===== src/rtl/seg7_pkg.sv =====
// Shared types and constants for the seven-segment scan controller.
// The optional leading-zero suppression is enabled with SEG7_LEADING_ZERO_BLANK_EN.
package seg7_pkg;
   typedef enum logic {GUARD, DRIVE} scan_state_t;

   localparam logic [7:0] SEG_OFF    = 8'hFF;
   localparam logic [3:0] ANODE_OFF  = 4'hF;
   localparam int         NUM_DIGITS = 4;

   // One complete display image: four hex nibbles, decimal points, blanks.
   typedef struct packed {
      logic [15:0] digits;
      logic [3:0]  dp;
      logic [3:0]  blank;
   } image_t;
endpackage


===== src/rtl/seg7_hex_decode.sv =====
// Combinational hex nibble to active-low a..g glyph (bit 0 = a, bit 6 = g).
module seg7_hex_decode (
   input  logic [3:0] nibble,
   output logic [6:0] glyph
);
   always_comb begin
      glyph = 7'h7F;
      case (nibble)
         4'h0: glyph = 7'h40;
         4'h1: glyph = 7'h79;
         4'h2: glyph = 7'h24;
         4'h3: glyph = 7'h30;
         4'h4: glyph = 7'h19;
         4'h5: glyph = 7'h12;
         4'h6: glyph = 7'h02;
         4'h7: glyph = 7'h78;
         4'h8: glyph = 7'h00;
         4'h9: glyph = 7'h10;
         4'hA: glyph = 7'h08;
         4'hB: glyph = 7'h03;
         4'hC: glyph = 7'h46;
         4'hD: glyph = 7'h21;
         4'hE: glyph = 7'h06;
         4'hF: glyph = 7'h0E;
         default: glyph = 7'h7F;
      endcase
   end
endmodule


===== src/rtl/seg7_scan_ctrl.sv =====
// Four-digit multiplexed seven-segment scanner with double-buffered image and
// per-slot dark guard. Define SEG7_LEADING_ZERO_BLANK_EN to suppress leading zeros.
module seg7_scan_ctrl
   import seg7_pkg::*;
#(
   parameter int REFRESH_DIV  = 50000,
   parameter int BLANK_CYCLES = 1000
) (
   input  logic        input_clock,
   input  logic        reset,
   input  logic        load,
   input  logic [15:0] digits_in,
   input  logic [3:0]  dp_in,
   input  logic [3:0]  blank_in,
   output logic        ready,
   output logic        frame_done,
   output logic [7:0]  out,
   output logic [3:0]  anode
);
   localparam int              PW         = $clog2(REFRESH_DIV);
   localparam logic [PW-1:0]   PHASE_LAST = PW'(REFRESH_DIV - 1);

   logic [PW-1:0] phase_reg, phase_next;
   logic [1:0]    slot_reg, slot_next;
   scan_state_t   state_reg, state_next;
   image_t        pend_reg, pend_next, act_reg, act_next;
   logic          pend_valid_reg, pend_valid_next;
   logic [7:0]    out_reg, out_next;
   logic [3:0]    anode_reg, anode_next;

   logic          phase_last, frame_end, commit, capture;
   logic [3:0]    eff_blank;
   logic [3:0]    cur_nibble;
   logic [6:0]    cur_glyph;

   assign phase_last = (phase_reg == PHASE_LAST);
   assign frame_end  = phase_last && (slot_reg == 2'd3);
   assign commit     = frame_end && pend_valid_reg;
   assign capture    = load && !pend_valid_reg;

   // Outputs are decoded from next-cycle values so they land on the same edge
   // as the phase/slot/image they belong to.
   assign act_next   = commit ? pend_reg : act_reg;
   assign cur_nibble = act_next.digits[{slot_next, 2'b00} +: 4];

   seg7_hex_decode u_decode (
      .nibble (cur_nibble),
      .glyph  (cur_glyph)
   );

`ifdef SEG7_LEADING_ZERO_BLANK_EN
   logic [3:0] zero_or_blank;
   logic [3:0] above_ok;
   logic [3:0] lead_zero;
   assign above_ok[NUM_DIGITS-1] = 1'b1;
   for (genvar gi = 0; gi < NUM_DIGITS; gi++) begin : g_lz
      assign zero_or_blank[gi] = (act_next.digits[4*gi +: 4] == 4'h0) || act_next.blank[gi];
      if (gi < NUM_DIGITS - 1) begin : g_chain
         assign above_ok[gi] = above_ok[gi+1] && zero_or_blank[gi+1];
      end
      if (gi == 0) begin : g_units
         assign lead_zero[gi] = 1'b0;
      end else begin : g_upper
         assign lead_zero[gi] = (act_next.digits[4*gi +: 4] == 4'h0) && above_ok[gi];
      end
   end
   assign eff_blank = act_next.blank | lead_zero;
`else
   assign eff_blank = act_next.blank;
`endif

   always_comb begin
      phase_next      = phase_last ? '0 : phase_reg + 1'b1;
      slot_next       = phase_last ? slot_reg + 2'd1 : slot_reg;
      pend_next       = capture ? image_t'{digits_in, dp_in, blank_in} : pend_reg;
      pend_valid_next = capture || (pend_valid_reg && !commit);
      state_next      = state_reg;
      out_next        = SEG_OFF;
      anode_next      = ANODE_OFF;

      case (state_reg)
         GUARD: if (int'(phase_next) >= BLANK_CYCLES) state_next = DRIVE;
         DRIVE: if (phase_last && BLANK_CYCLES > 0) state_next = GUARD;
         default: state_next = GUARD;
      endcase

      if (state_next == DRIVE && !eff_blank[slot_next]) begin
         anode_next = ~(4'b0001 << slot_next);
         out_next   = {~act_next.dp[slot_next], cur_glyph};
      end
   end

   always_ff @(posedge input_clock or posedge reset) begin
      if (reset) begin
         phase_reg      <= '0;
         slot_reg       <= 2'd0;
         state_reg      <= GUARD;
         pend_reg       <= '0;
         pend_valid_reg <= 1'b0;
         act_reg        <= image_t'{16'h0000, 4'h0, 4'hF};
         out_reg        <= SEG_OFF;
         anode_reg      <= ANODE_OFF;
      end else begin
         phase_reg      <= phase_next;
         slot_reg       <= slot_next;
         state_reg      <= state_next;
         pend_reg       <= pend_next;
         pend_valid_reg <= pend_valid_next;
         act_reg        <= act_next;
         out_reg        <= out_next;
         anode_reg      <= anode_next;
      end
   end

   assign ready      = !pend_valid_reg;
   assign frame_done = frame_end;
   assign out        = out_reg;
   assign anode      = anode_reg;
endmodule


===== config.mk =====
export PLATFORM = sky130hd
export DESIGN_NAME = seg7_scan_ctrl
export DESIGN_NICKNAME = d
export VERILOG_FILES = /design/src/rtl/seg7_pkg.sv /design/src/rtl/seg7_hex_decode.sv /design/src/rtl/seg7_scan_ctrl.sv
export SDC_FILE = /design/constraint.sdc
export NUM_CORES = 1
export LEC_CHECK = 0
export CAP_MARGIN = 5
export CORE_ASPECT_RATIO = 0.6
export CORE_MARGIN = 1.5
export CORE_UTILIZATION = 35
export DETAILED_ROUTE_END_ITERATION = 10
export PLACE_DENSITY = 0.55
export SETUP_SLACK_MARGIN = 0.4
export SKIP_LAST_GASP = 1
export SLEW_MARGIN = 25
export SYNTH_ARGS = -nofsm -noshare
export SYNTH_HDL_FRONTEND = slang
export SYNTH_SLANG_ARGS = --single-unit

===== constraint.sdc =====
create_clock -name input_clock -period 4.28 [get_ports input_clock]
set_clock_uncertainty 0.2 [all_clocks]
set_input_delay 1.07 -clock input_clock [delete_from_list [all_inputs] [get_ports input_clock]]
set_output_delay 1.07 -clock input_clock [all_outputs]
set_load 0.005 [all_outputs]

Word level (Yosys, flattened, before mapping):

Memories as Yosys holds them, arrays and structs flattened.
Cells that the tools add are included.

* bits in registers: 80
* bits in latches: 0
* memory bits (writable): 0
* bits in read-only memories: 112
* input port bits: 27
* output and inout bits: 14
* word-level logic and storage cells: 45
* memories kept: 1

* add/subtract/negate cells: 2
* $mul: 0
* divide/modulo/power cells: 0
* order comparisons: 2
* equality and inequality tests: 2
* shift-type cells: 2
* mux-type cells: 12
* bitwise gates (word level): 3
* reductions and logical operators: 9

Memory list
* (no name shown): depth 16, width 7, read ports 1, clocked after memory_dff 0, write ports 0, RTL line seg7_hex_decode.sv:8 `case (nibble)`

Operator list (count)
* $mux W24: 1
* $add A16 B1 Y16 const B: 1
* $eq A16 B16 Y1 const B: 1
* $ge A16 B10 Y1 const B: 1
* $mux W16: 1
* $shiftx A16 B5 Y4: 1
* $mux W8: 1
* $logic_and A1 B1 Y1: 5
* $bmux W1 S2: 2
* $mux W1: 4
* $mux W4: 1
* $not A4 Y4: 1
* $shl A1 B2 Y4 const A: 1
* $logic_not A1 Y1: 3
* $lt A2 B3 Y1 const B: 1
* $add A2 B1 Y2 const B: 1
* $eq A2 B2 Y1 const B: 1
* $mux W2: 1
* $not A1 Y1: 2
* $pmux W1 S2: 1
* $logic_or A1 B1 Y1: 1

Longest topological paths before layout:

* word-level depth: 9
* mapped depth: 15
* mapped depth without buffers: 12

Cells and area by module:

A second synthesis with hierarchy kept.

* cell total of the unflattened synthesis: 337
* area total of the unflattened synthesis: 3902.5 um2

Modules (own cells, without submodules)
* seg7_scan_ctrl: times used 1, cells an instance 305, area each 3627.2 um2, sequential area each 2021.9 um2
* seg7_hex_decode: times used 1, cells an instance 32, area each 275.3 um2, sequential area each 0.0 um2

Worst setup path before layout:

No wires, ideal clock.

* kind: input to register
* from: input phase_reg[0]
* to: register out_reg[1], in the netlist out[1]
* setup time: 84 ps
* arrival time: 2907 ps
* data required time: 3996 ps
* setup slack: 1089 ps
* cell stages on the path: 14
* path buffers: 2
* path through: dfrtp_1 -> ha_1 -> and3_1 -> buf_2 -> and4_1 -> buf_4 -> nand2_2 -> mux2_2 -> o211ai_1 -> nand2_1 -> inv_1 -> ha_1 -> nor3b_1 -> a311o_1

RTL lines
* start: declaration: RTL line seg7_scan_ctrl.sv:23 `logic [PW-1:0] phase_reg, phase_next;`
* end signal: assignment: RTL line seg7_scan_ctrl.sv:110 `out_reg <= out_next;`
* end: declaration: RTL line seg7_scan_ctrl.sv:28 `logic [7:0] out_reg, out_next;`

Worst setup path after layout:

* from: input phase_reg[0]
* to: output frame_done

* cells in the longest elaborated chain, start to end: 2

Ends and longest elaborated chain
* $eq A16 B16 Y1: RTL line seg7_scan_ctrl.sv:36 `assign phase_last = (phase_reg == PHASE_LAST);`
* $logic_and A1 B1 Y1: RTL line seg7_scan_ctrl.sv:37 `assign frame_end = phase_last && (slot_reg == 2'd3);`
* end: declaration: RTL line seg7_scan_ctrl.sv:16 `output logic frame_done,`

Every way passes these cells.

==> impl_metrics.ini <==
[status]
status = finished, final reports clean

[clock_tree]
cts-buffers-inserted = 9
postCtsHoldBufs = 0
htree_num_levels = 3
root_buffer = clkbuf_16
cts_tree = done
clkSinkCount = 80
cts_setup_buffers = 0
clk_latency_ps = 340
clkTransAtPathRegs_ps = 60
clockBufferDepth = 2

[setup_path]
cp_max_fo = 15
r2r_cells = 12
reg2reg_from = phase_reg[0]$_DFF_PP0_
arrival_ps = 2450
worstPathCellList = ha_1, and3_1, and4_4, and2_1, clkdlybuf4s50_1
r2r-end = out[0]$_DFF_PP1_
worst_path_max_delay_cell = clkdlybuf4s50_1
critPathLaunchType = flop
endpoint_kind = output pin
crit_start = phase_reg[0]$_DFF_PP0_
cp.required_ps = 3010
cpPeakStageDelay_ps = 500
crit_type = flop to output pin
reg2reg_slack_ps = 720

[global_routing]
grt_pass1_vias = 2800
grt_usage = 0.163
grt_antenna_before_repair = 0
grt_overflow = 0
grt_start_max_net_pins = 44
grt_pass1_wl_mm = 15.3

[power_and_ir_drop]
peakVddDrop_mv = 0.181
p_clk_frac = 0.455
p_switching_mw = 0.370
power_mw = 1.59
p_int_mw = 1.22
seq_power_share = 0.503
pwr-share-comb = 0.041
powerDensity_mw_per_mm2 = 321
p_leak_nw = 2.14
switching_share = 0.232

[final_layout]
diodes = 0
final_common_cell = dfrtp_1
mostFrequentLayoutCells = dfrtp_1, nand2_1, clkdlybuf4s50_1, mux2_2, nand3_1
finish.instance_area_mm2 = 0.00496
nets = 460
synthToLayoutAreaGrowth_pct = 19.8
drive_gt1_frac = 0.193

[job]
maxCapViolCount = 0

[timing]
slew_viol_final = 0
finalHoldViolations = 0
fmax_ghz = 0.269
rsz0062_at_grt = no
tns_ps = 0
tightestPinTransition_ps = 788
setup_viol = 0
slew_headroom = 0.474
period_share = 0.868
fin_crit_ps = 3720

[synthesis]
synth-async-reset-ratio = 1.00
yosysSeqAreaShare = 0.488
syn_area_per_cell_um2 = 10.5
syn-instance-count = 393
synth_cell_types = 62
synth-main-ff-cell = dfrtp_1
ys_warn_count = 0
synth-edff-count = 0
synth_fp_nets = 428
netlist_area_mm2 = 0.00415
synth_seq_cells = 80

[route]
drcViolationCount = 0
num_vias = 3082
dr.pass1.iters = 5
drtIter0Drc = 252
ant_nets = 0
routedWlPerCell_um = 16.2
wirelength_mm = 9.53
vias_per_cell = 5.22

[placement]
place_area_mm2 = 0.00467
gp_congestion = 0.836
portBuffers = 40
hpwl_mm = 6.77

[die]
core_area_mm2 = 0.0114
initial_core_util = 0.363
die_h_um = 87.3
die_w_um = 143
ios = 41
die-area_mm2 = 0.0125
std_cell_rows = 30

[hold_path]
hp-start = act_reg[6]$_DFF_PP0_
holdPathStages = 2
whs_endpoint = act_reg[6]$_DFF_PP0_
hp-class = flop to flop
[metrics by stage]
step,setup WS (ps),util,cells,hold slack (ps)
finish,564,0.435,590,290
global route,418,0.435,590,313
CTS,495,0.434,590,290
detailed placement,548,0.409,574,276
global placement,638,0.409,574,266
floorplan,985,-,393,233
[cells by family (layout without fill, tap and decap cells)]
family          after synthesis  after routing  synth area share
compound gates               54             54            0.0927
xor+xnor                     15             15            0.0335
fa+ha+maj                     8              8            0.0241
buf+inv                      34             71            0.0417
flops                        80             80             0.488
mux                          39             39             0.107
simple gates                163            163             0.214
[repair_timing]
| action | in CTS | in global routing |
|---|---|---|
| setup endpoints to repair | 0 | 5 |
| endpoints found under the hold margin | 0 | 0 |
| gates resized for setup | 0 | 3 |
[power groups by stage]
stage	logic, mW	clock network [mW]	registers (mW)
detailed placement	0.0680	0	0.816
global route	0.0731	0.778	0.805
finish	0.0657	0.725	0.801
floorplan	0.0351	0	0.807
CTS	0.0681	0.747	0.802
global placement	0.0661	0	0.815
[layout make-up]
cell class / instances / area (um2)
inverters: 9 / 36.3
multi-input cells: 279 / 1970
well taps: 160 / 200
repair buffers: 46 / 458
clock buffers: 9 / 225
flip-flops and latches: 80 / 2020
fillers: 1102 / 6450
clock inverters: 7 / 56.3
[synthesized netlist by cell type (8+ instances only)]
| library cell | count | area share |
|---|---|---|
| mux2_2 | 31 | 0.084 |
| dfrtp_1 | 64 | 0.39 |
| dfstp_2 | 16 | 0.10 |
| ha_1 | 8 | 0.024 |
| or3_1 | 8 | 0.012 |
| clkbuf_1 | 12 | 0.011 |
| nor2_1 | 15 | 0.014 |
| o21ai_0 | 14 | 0.017 |
| nand2_1 | 52 | 0.047 |
| nand4_1 | 9 | 0.014 |
| o211ai_1 | 8 | 0.014 |
| nand3_1 | 27 | 0.033 |
[worst max-delay path: cells and delay by family, from the launching register on]
family / cells / cell delay, ps
DFF: 1 / 420
adders and majority gates: 1 / 260
buffers and inverters: 1 / 500
and+or+nand+nor: 3 / 910
[worst max path at each step]
stage / to / slack (ps) / cells after the start
after floorplan: act_reg[10]$_DFF_PP0_ / 980 / 1
after global placement: out[0]$_DFF_PP1_ / 640 / 12
after detailed placement: out[0]$_DFF_PP1_ / 550 / 12
after CTS: out[0]$_DFF_PP1_ / 500 / 12
after global routing: frame_done / 420 / 5
final: frame_done / 560 / 5
[metal layers]
layer / vias to the layer above / part of all wire / global-route usage
met5: - / 0 / 0
met4: 0 / 0.012 / 0.0417
met3: 13 / 0.055 / 0.0451
met2: 87 / 0.39 / 0.209
met1: 1497 / 0.54 / 0.259
li1: 1485 / - / -
Note: power is estimated with default switching activity, not from simulation.
